File: config.mk
export PLATFORM = sky130hd
export DESIGN_NAME = multi_input_gather
export DESIGN_NICKNAME = d
export VERILOG_FILES = /design/src/rtl/multi_input_pkg.sv /design/src/rtl/multi_input_gather.sv
export SDC_FILE = /design/constraint.sdc
export NUM_CORES = 1
export LEC_CHECK = 0
export ABC_AREA = 1
export CAP_MARGIN = 20
export CORE_MARGIN = 2
export CORE_UTILIZATION = 45
export DETAILED_ROUTE_END_ITERATION = 10
export MAX_ROUTING_LAYER = met4
export PLACE_DENSITY = 0.66
export SETUP_SLACK_MARGIN = 0.15
export SYNTH_ARGS = -nofsm -noshare
export SYNTH_HDL_FRONTEND = slang
export SYNTH_SLANG_ARGS = --single-unit
export TNS_END_PERCENT = 100
File: constraint.sdc
create_clock -name clk -period 6.15 [get_ports clk]
set_clock_uncertainty 0.15 [all_clocks]
set_input_delay 1.23 -clock clk [delete_from_list [all_inputs] [get_ports clk]]
set_output_delay 1.23 -clock clk [all_outputs]
set_load 0.05 [all_outputs]
File: src/rtl/multi_input_pkg.sv
// Shared types and parameter defaults for the gather / multi-input adder pair.
package multi_input_pkg;

    localparam int NUM_INPUT_DEF = 7;
    localparam int WIDTH_IN_DEF  = 16;

    typedef enum logic [0:0] {
        COLLECT = 1'b0,
        FULL    = 1'b1
    } gather_state_e;

endpackage

File: src/rtl/multi_input_gather.sv
// Serial-to-parallel gather: collects up to NUM_INPUT words (or fewer, ended by
// s_last) into one zero-padded parallel group with a one-deep output register.
module multi_input_gather
    import multi_input_pkg::*;
#(
    parameter int NUM_INPUT = NUM_INPUT_DEF,
    parameter int WIDTH_IN  = WIDTH_IN_DEF
) (
    input  logic                          clk,
    input  logic                          rst_n,
    input  logic                          s_valid,
    output logic                          s_ready,
    input  logic [WIDTH_IN-1:0]           s_data,
    input  logic                          s_last,
    output logic                          m_valid,
    input  logic                          m_ready,
    output logic [WIDTH_IN-1:0]           m_data [NUM_INPUT],
    output logic [$clog2(NUM_INPUT+1)-1:0] m_count,
    output logic                          m_last
);

    localparam int CW = $clog2(NUM_INPUT + 1);
    localparam int IW = $clog2(NUM_INPUT);

    gather_state_e         state_q, state_d;
    logic [IW-1:0]         idx_q, idx_d;
    logic [WIDTH_IN-1:0]   bank_q [NUM_INPUT];
    logic [WIDTH_IN-1:0]   bank_d [NUM_INPUT];
    logic [CW-1:0]         hold_count_q, hold_count_d;
    logic                  hold_last_q, hold_last_d;
    logic                  m_valid_q, m_valid_d;
    logic [WIDTH_IN-1:0]   m_data_q [NUM_INPUT];
    logic [WIDTH_IN-1:0]   m_data_d [NUM_INPUT];
    logic [CW-1:0]         m_count_q, m_count_d;
    logic                  m_last_q, m_last_d;

    logic                  s_ready_s;
    logic                  accept_s;
    logic                  out_free_s;
    logic                  complete_s;
    logic [CW-1:0]         idx_count_s;

    assign accept_s    = s_valid & s_ready_s;
    assign out_free_s  = ~m_valid_q | m_ready;
    assign complete_s  = accept_s & ((idx_q == IW'(NUM_INPUT - 1)) | s_last);
    assign idx_count_s = CW'(idx_q) + {{(CW-1){1'b0}}, 1'b1};

    // State register
    always_ff @(posedge clk or negedge rst_n) begin
        if (!rst_n) begin
            state_q <= COLLECT;
        end else begin
            state_q <= state_d;
        end
    end

    // Next-state: a completed group parks in FULL only while the output is occupied
    always_comb begin
        state_d = state_q;
        case (state_q)
            COLLECT: begin
                if (complete_s && !out_free_s) begin
                    state_d = FULL;
                end else begin
                    state_d = COLLECT;
                end
            end
            FULL: begin
                if (out_free_s) begin
                    state_d = COLLECT;
                end else begin
                    state_d = FULL;
                end
            end
            default: state_d = COLLECT;
        endcase
    end

    // Output decode: upstream is only accepted while collecting
    always_comb begin
        s_ready_s = 1'b0;
        case (state_q)
            COLLECT: s_ready_s = 1'b1;
            FULL:    s_ready_s = 1'b0;
            default: s_ready_s = 1'b0;
        endcase
    end

    // Datapath next values: bank fill, hand-off to the output register, bank clear
    always_comb begin
        bank_d       = bank_q;
        idx_d        = idx_q;
        hold_count_d = hold_count_q;
        hold_last_d  = hold_last_q;
        m_valid_d    = m_valid_q & ~m_ready;
        m_data_d     = m_data_q;
        m_count_d    = m_count_q;
        m_last_d     = m_last_q;
        case (state_q)
            COLLECT: begin
                if (accept_s) begin
                    bank_d[idx_q] = s_data;
                    if (complete_s) begin
                        if (out_free_s) begin
                            m_valid_d = 1'b1;
                            m_data_d  = bank_d;
                            m_count_d = idx_count_s;
                            m_last_d  = s_last;
                            idx_d     = {IW{1'b0}};
                            for (int i = 0; i < NUM_INPUT; i++) begin
                                bank_d[i] = {WIDTH_IN{1'b0}};
                            end
                        end else begin
                            hold_count_d = idx_count_s;
                            hold_last_d  = s_last;
                        end
                    end else begin
                        idx_d = idx_q + IW'(1'b1);
                    end
                end else begin
                    idx_d = idx_q;
                end
            end
            FULL: begin
                if (out_free_s) begin
                    m_valid_d = 1'b1;
                    m_data_d  = bank_q;
                    m_count_d = hold_count_q;
                    m_last_d  = hold_last_q;
                    idx_d     = {IW{1'b0}};
                    for (int i = 0; i < NUM_INPUT; i++) begin
                        bank_d[i] = {WIDTH_IN{1'b0}};
                    end
                end else begin
                    idx_d = idx_q;
                end
            end
            default: idx_d = {IW{1'b0}};
        endcase
    end

    // Datapath registers
    always_ff @(posedge clk or negedge rst_n) begin
        if (!rst_n) begin
            idx_q        <= {IW{1'b0}};
            hold_count_q <= {CW{1'b0}};
            hold_last_q  <= 1'b0;
            m_valid_q    <= 1'b0;
            m_count_q    <= {CW{1'b0}};
            m_last_q     <= 1'b0;
            for (int i = 0; i < NUM_INPUT; i++) begin
                bank_q[i]   <= {WIDTH_IN{1'b0}};
                m_data_q[i] <= {WIDTH_IN{1'b0}};
            end
        end else begin
            idx_q        <= idx_d;
            hold_count_q <= hold_count_d;
            hold_last_q  <= hold_last_d;
            m_valid_q    <= m_valid_d;
            m_count_q    <= m_count_d;
            m_last_q     <= m_last_d;
            for (int i = 0; i < NUM_INPUT; i++) begin
                bank_q[i]   <= bank_d[i];
                m_data_q[i] <= m_data_d[i];
            end
        end
    end

    assign s_ready = s_ready_s;
    assign m_valid = m_valid_q;
    assign m_data  = m_data_q;
    assign m_count = m_count_q;
    assign m_last  = m_last_q;

endmodule

### Word-level counts from Yosys, hierarchy flattened

Index checks and enable logic that the tools add are counted.

| cells by class | value |
|---|---|
| magnitude comparators | 2 |
| mux-type cells | 35 |
| bitwise logic cells | 10 |
| reduce and logical (&&, ||, !) cells | 6 |
| equal/unequal tests | 5 |
| add/subtract/negate cells | 1 |

Operator list:

| kind | number |
|---|---|
| $mux W112 | 8 |
| $pmux W112 S2 | 2 |
| $bwmux W112 | 1 |
| $demux W16 S3 | 1 |
| $mux W3 | 7 |
| $mux W16 | 1 |
| $pmux W3 S2 | 2 |
| $mux W1 | 9 |
| $pmux W1 S2 | 4 |
| $reduce_and A4 Y1 | 2 |
| $ne A2 B2 Y1 const B | 3 |
| $ge A4 B4 Y1 const B | 1 |
| $lt A4 B1 Y1 const B | 1 |
| $not A1 Y1 | 4 |
| $not A3 Y4 | 1 |
| $add A3 B1 Y3 const B | 1 |
| $and A1 B1 Y1 | 3 |
| $eq A3 B3 Y1 const B | 1 |
| $logic_and A1 B1 Y1 | 2 |
| $ne A2 B1 Y1 const B | 1 |
| $or A1 B1 Y1 | 2 |
| $reduce_and A2 Y1 | 1 |
| $logic_not A1 Y1 | 1 |

| storage, ports and cells | value |
|---|---|
| output and inout bits | 118 |
| flip-flop bits (word level) | 237 |

### Depth between registers and ports, before layout

Gate-level depths: netlist (run 1).

| depth | value |
|---|---|
| depth after elaboration | 10 |
| gate-level depth with buffers | 13 |

### Least setup slack after synthesis (run 1)

OpenSTA, ideal clock, no wires.

| path | value |
|---|---|
| kind | flip-flop to output port |
| start | reg state_q |
| end | out s_ready |
| path slack | 3.518 ns |
| cell stages (with the launch flop) | 4 |
| arrival | 1.252 ns |
| cells stage by stage | dfrtp_1 buf_4 inv_2 buf_1 |

| between the ends | value |
|---|---|
| cells in the longest elaborated chain, start to end | 2 |

RTL lines:

| element | line | source |
|---|---|---|
| from (decl) | multi_input_gather.sv:25 | `gather_state_e state_q, state_d;` |
| from (signal assigned) | multi_input_gather.sv:53 | `state_q <= state_d;` |
| $not A1 Y1 (no line) | - |  |
| $pmux W1 S2 * | multi_input_gather.sv:82 | `case (state_q)` |
| to (decl) | multi_input_gather.sv:12 | `output logic s_ready,` |

Mark *: on every way between the ends. The rest lies on a longest branch, timed or not.

### Final worst setup path (run 1)

Same ends and word-level chain as after synthesis.

==> metrics.md, run 1 <==
| Metric | Value |
|---|---|
| Site row count | `just under 60` |
| Hold Buf Count CTS | `0` |
| Sw Share | `about 44%` |
| Die X | `~170 microns` |
| Synth area leader | `dfrtp_1` |
| # DRC | `0` |
| Clock slew at reported path FFs | `0.06 ns` |
| VDD IR max | `about 0.32 mV` |
| Worst reg2reg startpoint | `idx_q[0]` |
| Initial antenna violation count | `0` |
| Cells after synthesis | `around 1700` |
| Flop pwr share | `34.1%` |
| Routed Antenna Nets | `0` |
| Ys Warns | `0` |
| P_sw | `0.00329 W` |
| First-pass GRT wire length | `55600 microns` |
| Capturing point of the worst reg2reg path | `m_data[54]` |
| Worst Hold Path EP | `m_data[102]` |
| Root buf cell | `clkbuf_16` |
| Ant diodes | `0` |
| Final WL | `~34000 microns` |
| Synthesized flop and latch total | `between 200 and 250` |
| Synth top area share | `between 40% and 50%` |
| Most numerous cell in the Yosys netlist | `nand2_1` |
| Vias | `10800` |
| Slew margin rel. | `between 30% and 40%` |
| # nets final | `between 1500 and 2000` |
| IO Count | `approximately 140` |
| Starting Density | `roughly 46%` |
| H-tree Lvls | `1` |
| Cell-internal power | `approximately 0.0041 W` |
| Met1 usage | `approximately a third` |
| Final Max Tran Viols | `0` |
| CTS buffer count | `26` |
| Dpl hpwl | `20100 microns` |
| Most used routing layer | `met2` |
| Peak Freq | `approximately 270 MHz` |
| Synth async-reset ratio | `100%` |
| WL per Instance | `~16 microns` |
| Setup CP Type | `flip-flop to output pin` |
| Hold_sp | `m_data[102]` |
| Layout area overhead | `19.8%` |
| Die span in y | `between 150 and 200 microns` |
| Number of vias per cell | `5.15` |
| Worst EP required | `4.77 ns` |
| Crit. End Element | `output pin` |
| Router iterations before antenna repair | `5` |
| Number of synthesized flops with an enable pin | `0` |
| Final Non-Filler Cells | `about 2100` |
| Slowest stage delay, CP | `0.90 ns` |
| Post-synthesis instance area | `roughly 0.012 sq mm` |
| Clock share of power | `between 20% and 30%` |
| RSZ-0062 raised after global routing | `false` |
| Core area | `roughly 0.026 sq mm` |
| Status | `finished clean` |
| Reg2Reg Depth | `11` |
| Clk Latency, worst-skew pair | `between 0.5 and 0.6 ns` |
| Deepest clock path buffer count | `3` |
| Min-Delay Path Depth | `2` |
| Share of post-route cells with drive strength above 1 | `between 4 and 5%` |
| Sequential area share after synthesis | `approximately 50%` |
| Cells after DPL | `about 2000` |
| Syn Area/Cell | `slightly above 7 sq um` |
| Final core utilization | `between 50% and 60%` |
| Postcts setup bufs | `0` |
| Worst path slowest cell | `dfrtp_4` |
| Max Cap Violations | `0` |
| Syn nets | `between 1500 and 2000` |
| Hold Crit Class | `flip-flop to flip-flop` |
| GRT Residual Overflow | `0` |
| Top post-synthesis cells by area | `dfrtp_1 50%, nand2_1 27%, nand3_1 8.2%, inv_1 4.2%, o21ai_0 3.1%` |
| Worst-path fanout max | `56` |
| Initial drt markers | `about 1200` |
| Period Utilization, post-route | `60.1%` |
| IO Port Bufs | `about 140` |
| GPL Wtd Cong | `just under 0.8` |
| M3 GR Usage | `approximately 3%` |
| CTS tree | `done` |
| Leak | `7.54 nW` |
| Met2 usage | `38.5%` |
| Crit-path cells | `clkinv_2 > clkdlybuf4s50_1` |
| Overall routing resource usage | `~25%` |
| Critical path launch point type | `flip-flop` |
| CP top delay family | `flip-flops` |
| Buffer and inverter count on the worst path | `2` |
| Synth top cells by count | `845 x nand2_1, 237 x dfrtp_1, 195 x nand3_1, 135 x inv_1, 75 x o21ai_0` |
| Logic pwr share | `between 40% and 50%` |
| Post-layout min period | `3.70 ns` |
| Final Hold Fails | `0` |
| Setup tns final | `0 ns` |
| Clock sinks | `237` |
| Overall power | `around 0.0074 W` |
| Synth cell types | `25` |
| Full die area | `roughly 0.028 sq mm` |
| CP Data Arrival Time | `2.32 ns` |
| Final setup fails | `0` |
| PostCTS Resize Cnt | `0` |
| Pwr Density | `between 500 and 600 mW/mm^2` |
| Worst slew pin tran | `~1.0 ns` |
| Top FF cell, synth | `dfrtp_1` |
| FF-to-FF setup slack | `2.58 ns` |
| Vias in the first global route | `10300` |
| Largest net degree at the start of global routing | `105` |
-- metal layers --
| layer | share of wire (%) | vias up | wire length, microns |
|---|---|---|---|
| met5 | 0 | - | 0 |
| met4 | 2.6 | 0 | 896 |
| met3 | 6.6 | 48 | 2240 |
| met2 | 46 | 357 | 15600 |
| met1 | 45 | 5097 | 15200 |
| li1 | - | 5319 | - |
-- kinds of logic after synthesis --
group	after synthesis	synth area share, %
compound gates	127	5.37
simple gates	1062	36.3
fa+ha+maj	2	0.209
flops	237	49.6
buf+inv	240	8.44
xor+xnor	1	0.0733
-- flip-flops by register name, indices dropped and copies added (netlist names) --
register / cells
bank_q: 112
hold_count_q: 3
hold_last_q: 1
idx_q: 3
m_count: 3
m_data: 112
m_last: 1
m_valid: 1
state_q: 1
-- layout make-up --
type	instances	area [sq um]
clock buffers	37	783
clock inverters	10	103
fillers	2453	11700
inverters	139	524
multi-input cells	1192	5030
flip-flops and latches	237	5930
well taps	335	419
repair buffers	153	1520
-- worst max-delay path by stage --
stage                     depth (start not counted)          to  slack [ns]  startpoint
after floorplan                                   3     s_ready        3.52     state_q
after global placement                           10  m_data[48]        1.97     s_valid
after detailed placement                         10  m_data[44]        1.91     s_valid
after CTS                                         2     s_ready        2.44     state_q
after global routing                             10  m_data[56]        2.24     s_valid
final                                             2     s_ready        2.45     state_q
-- power by group through the flow --
stage / combinational (W) / sequential (W) / clock, W
floorplan: 0.00129 / 0.00350 / 0
global placement: 0.00324 / 0.00253 / 0
detailed placement: 0.00329 / 0.00255 / 0
CTS: 0.00330 / 0.00253 / 0.00164
global route: 0.00359 / 0.00261 / 0.00171
finish: 0.00328 / 0.00253 / 0.00161
-- cells in the final DEF (no fill, tap or decap), types with 5 or more instances in the layout --
cell	n
nor2_1	5
o21ai_0	75
clkinv_2	9
o21ai_1	49
clkbuf_16	27
nand2_1	845
clkdlybuf4s50_1	137
inv_1	135
dfrtp_1	236
buf_4	13
clkbuf_8	7
nand3_1	195
-- worst min-delay path, stage by stage, from the launching register on --
cell	delay, ns
dfrtp_1	0.34
nand2_1	0.05
nand2_1	0.05
-- per-stage QoR --
step / cell area [sq um] / setup slack (ns) / hold slack [ns]
after floorplan: 11900 / 3.52 / 0.300
after global placement: 13400 / 1.97 / 0.315
after detailed placement: 13400 / 1.91 / 0.314
after CTS: 14300 / 2.44 / 0.330
after global routing: 14300 / 2.24 / 0.343
final: 14300 / 2.45 / 0.326
(Power assumes the default switching activity.)
==> inputs of run 2 (changes only) <==
==> constraint.sdc (replaced) <==
create_clock -name clk -period 3.7 [get_ports clk]
set_clock_uncertainty 0.15 [all_clocks]
set_input_delay 0.74 -clock clk [delete_from_list [all_inputs] [get_ports clk]]
set_output_delay 0.74 -clock clk [all_outputs]
set_load 0.05 [all_outputs]
==> run 2 against run 1 <==
Effect of this change: die area unchanged; critical endpoint unchanged; sequential share of layout area is 0.28 points lower; sequential power up 67%.
==> metrics.md, run 2 (synthesized netlist as in run 1, its figures left out) <==
| Metric | Value |
|---|---|
| RSZ-0062 raised after global routing | `false (unchanged)` |
| Initial antenna violation count | `0 (unchanged)` |
| Buffer and inverter count on the worst path | `3 (was 2)` |
| Overall power | `0.0124 W (was 0.00743 W)` |
| Largest net degree at the start of global routing | `118 (was 105)` |
| Clock slew at reported path FFs | `0.06 ns (about the same)` |
| Dpl cell area | `0.0135 sq mm (was 0.0134 sq mm)` |
| Postcts setup bufs | `0 (unchanged)` |
| Critical path launch point type | `flip-flop (unchanged)` |
| Peak Freq | `approximately 330 MHz` |
| Hold Buf Count CTS | `0 (unchanged)` |
| # nets final | `1777 (was 1772)` |
| Number of vias per cell | `5.15 (about the same)` |
| Starting Density | `45.9% (unchanged)` |
| Final setup fails | `0 (unchanged)` |
| Final Max Tran Viols | `0 (unchanged)` |
| Dpl hpwl | `19900 microns (was 20100 microns)` |
| Worst-path fanout max | `50 (was 56)` |
| H-tree Lvls | `1 (unchanged)` |
| Crit. End Element | `output pin (unchanged)` |
| Pwr Density | `862 mW/mm^2 (was 519 mW/mm^2)` |
| Worst hold margin | `0.103 ns (was 0.326 ns)` |
| Period Utilization, post-route | `82.5%` |
| Setup CP Type | `flip-flop to output pin (unchanged)` |
| Deepest clock path buffer count | `3 (unchanged)` |
| Ant diodes | `0 (unchanged)` |
| Final WL | `33800 microns (was 33900 microns)` |
| Clk Latency, worst-skew pair | `0.53 ns (about the same)` |
| PostCTS Resize Cnt | `0 (unchanged)` |
| Status | `finished clean (unchanged)` |
| Share of post-route cells with drive strength above 1 | `5.08% (was 4.69%)` |
| Router iterations before antenna repair | `6 (was 5)` |
| Initial drt markers | `974 (was 1206)` |
| Leak | `7.59 nW (was 7.54 nW)` |
| First-pass GRT wire length | `55800 microns (was 55600 microns)` |
| Max Cap Violations | `0 (unchanged)` |
| # DRC | `0 (unchanged)` |
| CTS tree | `done (unchanged)` |
| GRT Residual Overflow | `0 (unchanged)` |
| Clock sinks | `237 (unchanged)` |
| Post-route cell area | `0.0144 sq mm (was 0.0143 sq mm)` |
| CP dominant cell by count | `buf_4` |
| WL per Instance | `16.0 microns (was 16.1 microns)` |
| IO Port Bufs | `138 (unchanged)` |
| Worst EP required | `2.81 ns (was 4.77 ns)` |
| CP Data Arrival Time | `2.16 ns (was 2.32 ns)` |
| Vias | `10900 (was 10800)` |
| Slew margin rel. | `41.9% (was 30.4%)` |
| Site row count | `59 (unchanged)` |
| Setup tns final | `0 ns (unchanged)` |
| Full die area | `0.0279 sq mm (unchanged)` |
| Worst slew pin tran | `0.871 ns (was 1.04 ns)` |
| Hold Crit Class | `input port to asynchronous set/reset pin (was flip-flop to flip-flop)` |
| Cells after DPL | `2061 (was 2056)` |
| Core area | `0.0261 sq mm (unchanged)` |
| Final Hold Fails | `0 (unchanged)` |
| Final Non-Filler Cells | `2108 (was 2103)` |
| Slowest stage delay, CP | `0.84 ns (was 0.90 ns)` |
| Worst path slowest cell | `dfrtp_4 (unchanged)` |
| CTS buffer count | `26 (unchanged)` |
| Layout area overhead | `20.6% (was 19.8%)` |
| Post-layout min period | `3.05 ns` |
| Most frequent cells in the layout | `845 x nand2_1, 236 x dfrtp_1, 195 x nand3_1 (unchanged)` |
| Overall routing resource usage | `25.2% (was 25.1%)` |
| Filler cells | `2412 (was 2453)` |
| Crit-path cells | `clkinv_2 > buf_4 > buf_4 (was clkinv_2 > clkdlybuf4s50_1)` |
| Commonest non-fill, non-tap cell in the layout | `nand2_1 (unchanged)` |
| VDD IR max | `0.550 mV (was 0.323 mV)` |
| Die X | `167 microns (unchanged)` |
| Vias in the first global route | `10500 (was 10300)` |
| Routed Antenna Nets | `0 (unchanged)` |
| GPL Wtd Cong | `0.813 (was 0.792)` |
| IO Count | `139 (unchanged)` |
| Die span in y | `167 microns (unchanged)` |
| Root buf cell | `clkbuf_16 (unchanged)` |
| CP top delay family | `flip-flops (unchanged)` |
## run 2: cell count changes in the layout (fill, tap and decap cells not counted), sizes merged
cell | previous run | this run
buf | 16 | 22
clkbuf | 37 | 35
bufinv | 2 | 3
clkdlybuf4s50 | 137 | 136
clkinv | 9 | 10
clkinvlp | 1 | 0
inv | 137 | 138
## run 2: final timing paths
path,slack (ns),to,cells past startpoint,startpoint
min,0.10,bank_q[104],1,rst_n
max in group asynchronous,2.44,hold_count_q[1],2,rst_n
max,0.65,s_ready,3,state_q
min in group clk,0.32,m_data[48],2,m_data[48]
max reg2reg,1.16,m_data[63],10,idx_q[1]
min reg2reg,0.32,m_data[48],2,m_data[48]
## run 2: metrics by stage
stage	setup WS [ns]	util, %
after floorplan	1.53	-
after global placement	0.749	51.8
after detailed placement	0.724	51.8
after CTS	0.663	55.3
after global routing	0.579	55.3
final	0.647	55.3
## run 2: cell type report
| class | instances | area [sq um] | area share (%) |
|---|---|---|---|
| Sequential cell | 237 | 5930 | 41.2 |
| Multi-Input combinational cell | 1192 | 5030 | 34.9 |
| Timing Repair Buffer | 158 | 1600 | 11.1 |
| Clock buffer | 35 | 766 | 5.31 |
| Inverter | 139 | 524 | 3.64 |
| Tap cell | 335 | 419 | 2.91 |
| Clock inverter | 12 | 145 | 1.01 |
## run 2: power by group
part           internal, W  total (W)  leakage [nW]  switching, W
registers          0.00355    0.00422          3.14      0.000674
clock network      0.00166    0.00274         0.458       0.00108
logic              0.00174    0.00547          3.99       0.00372
total              0.00695     0.0124          7.59       0.00548
## run 2: per-layer routing
layer / up-vias / part of all wire [%] / track usage (%)
met5: - / 0 / -
met4: 0 / 3.4 / 8.70
met3: 76 / 6.3 / 3.28
met2: 378 / 45 / 38.0
met1: 5082 / 45 / 35.3
li1: 5326 / - / -
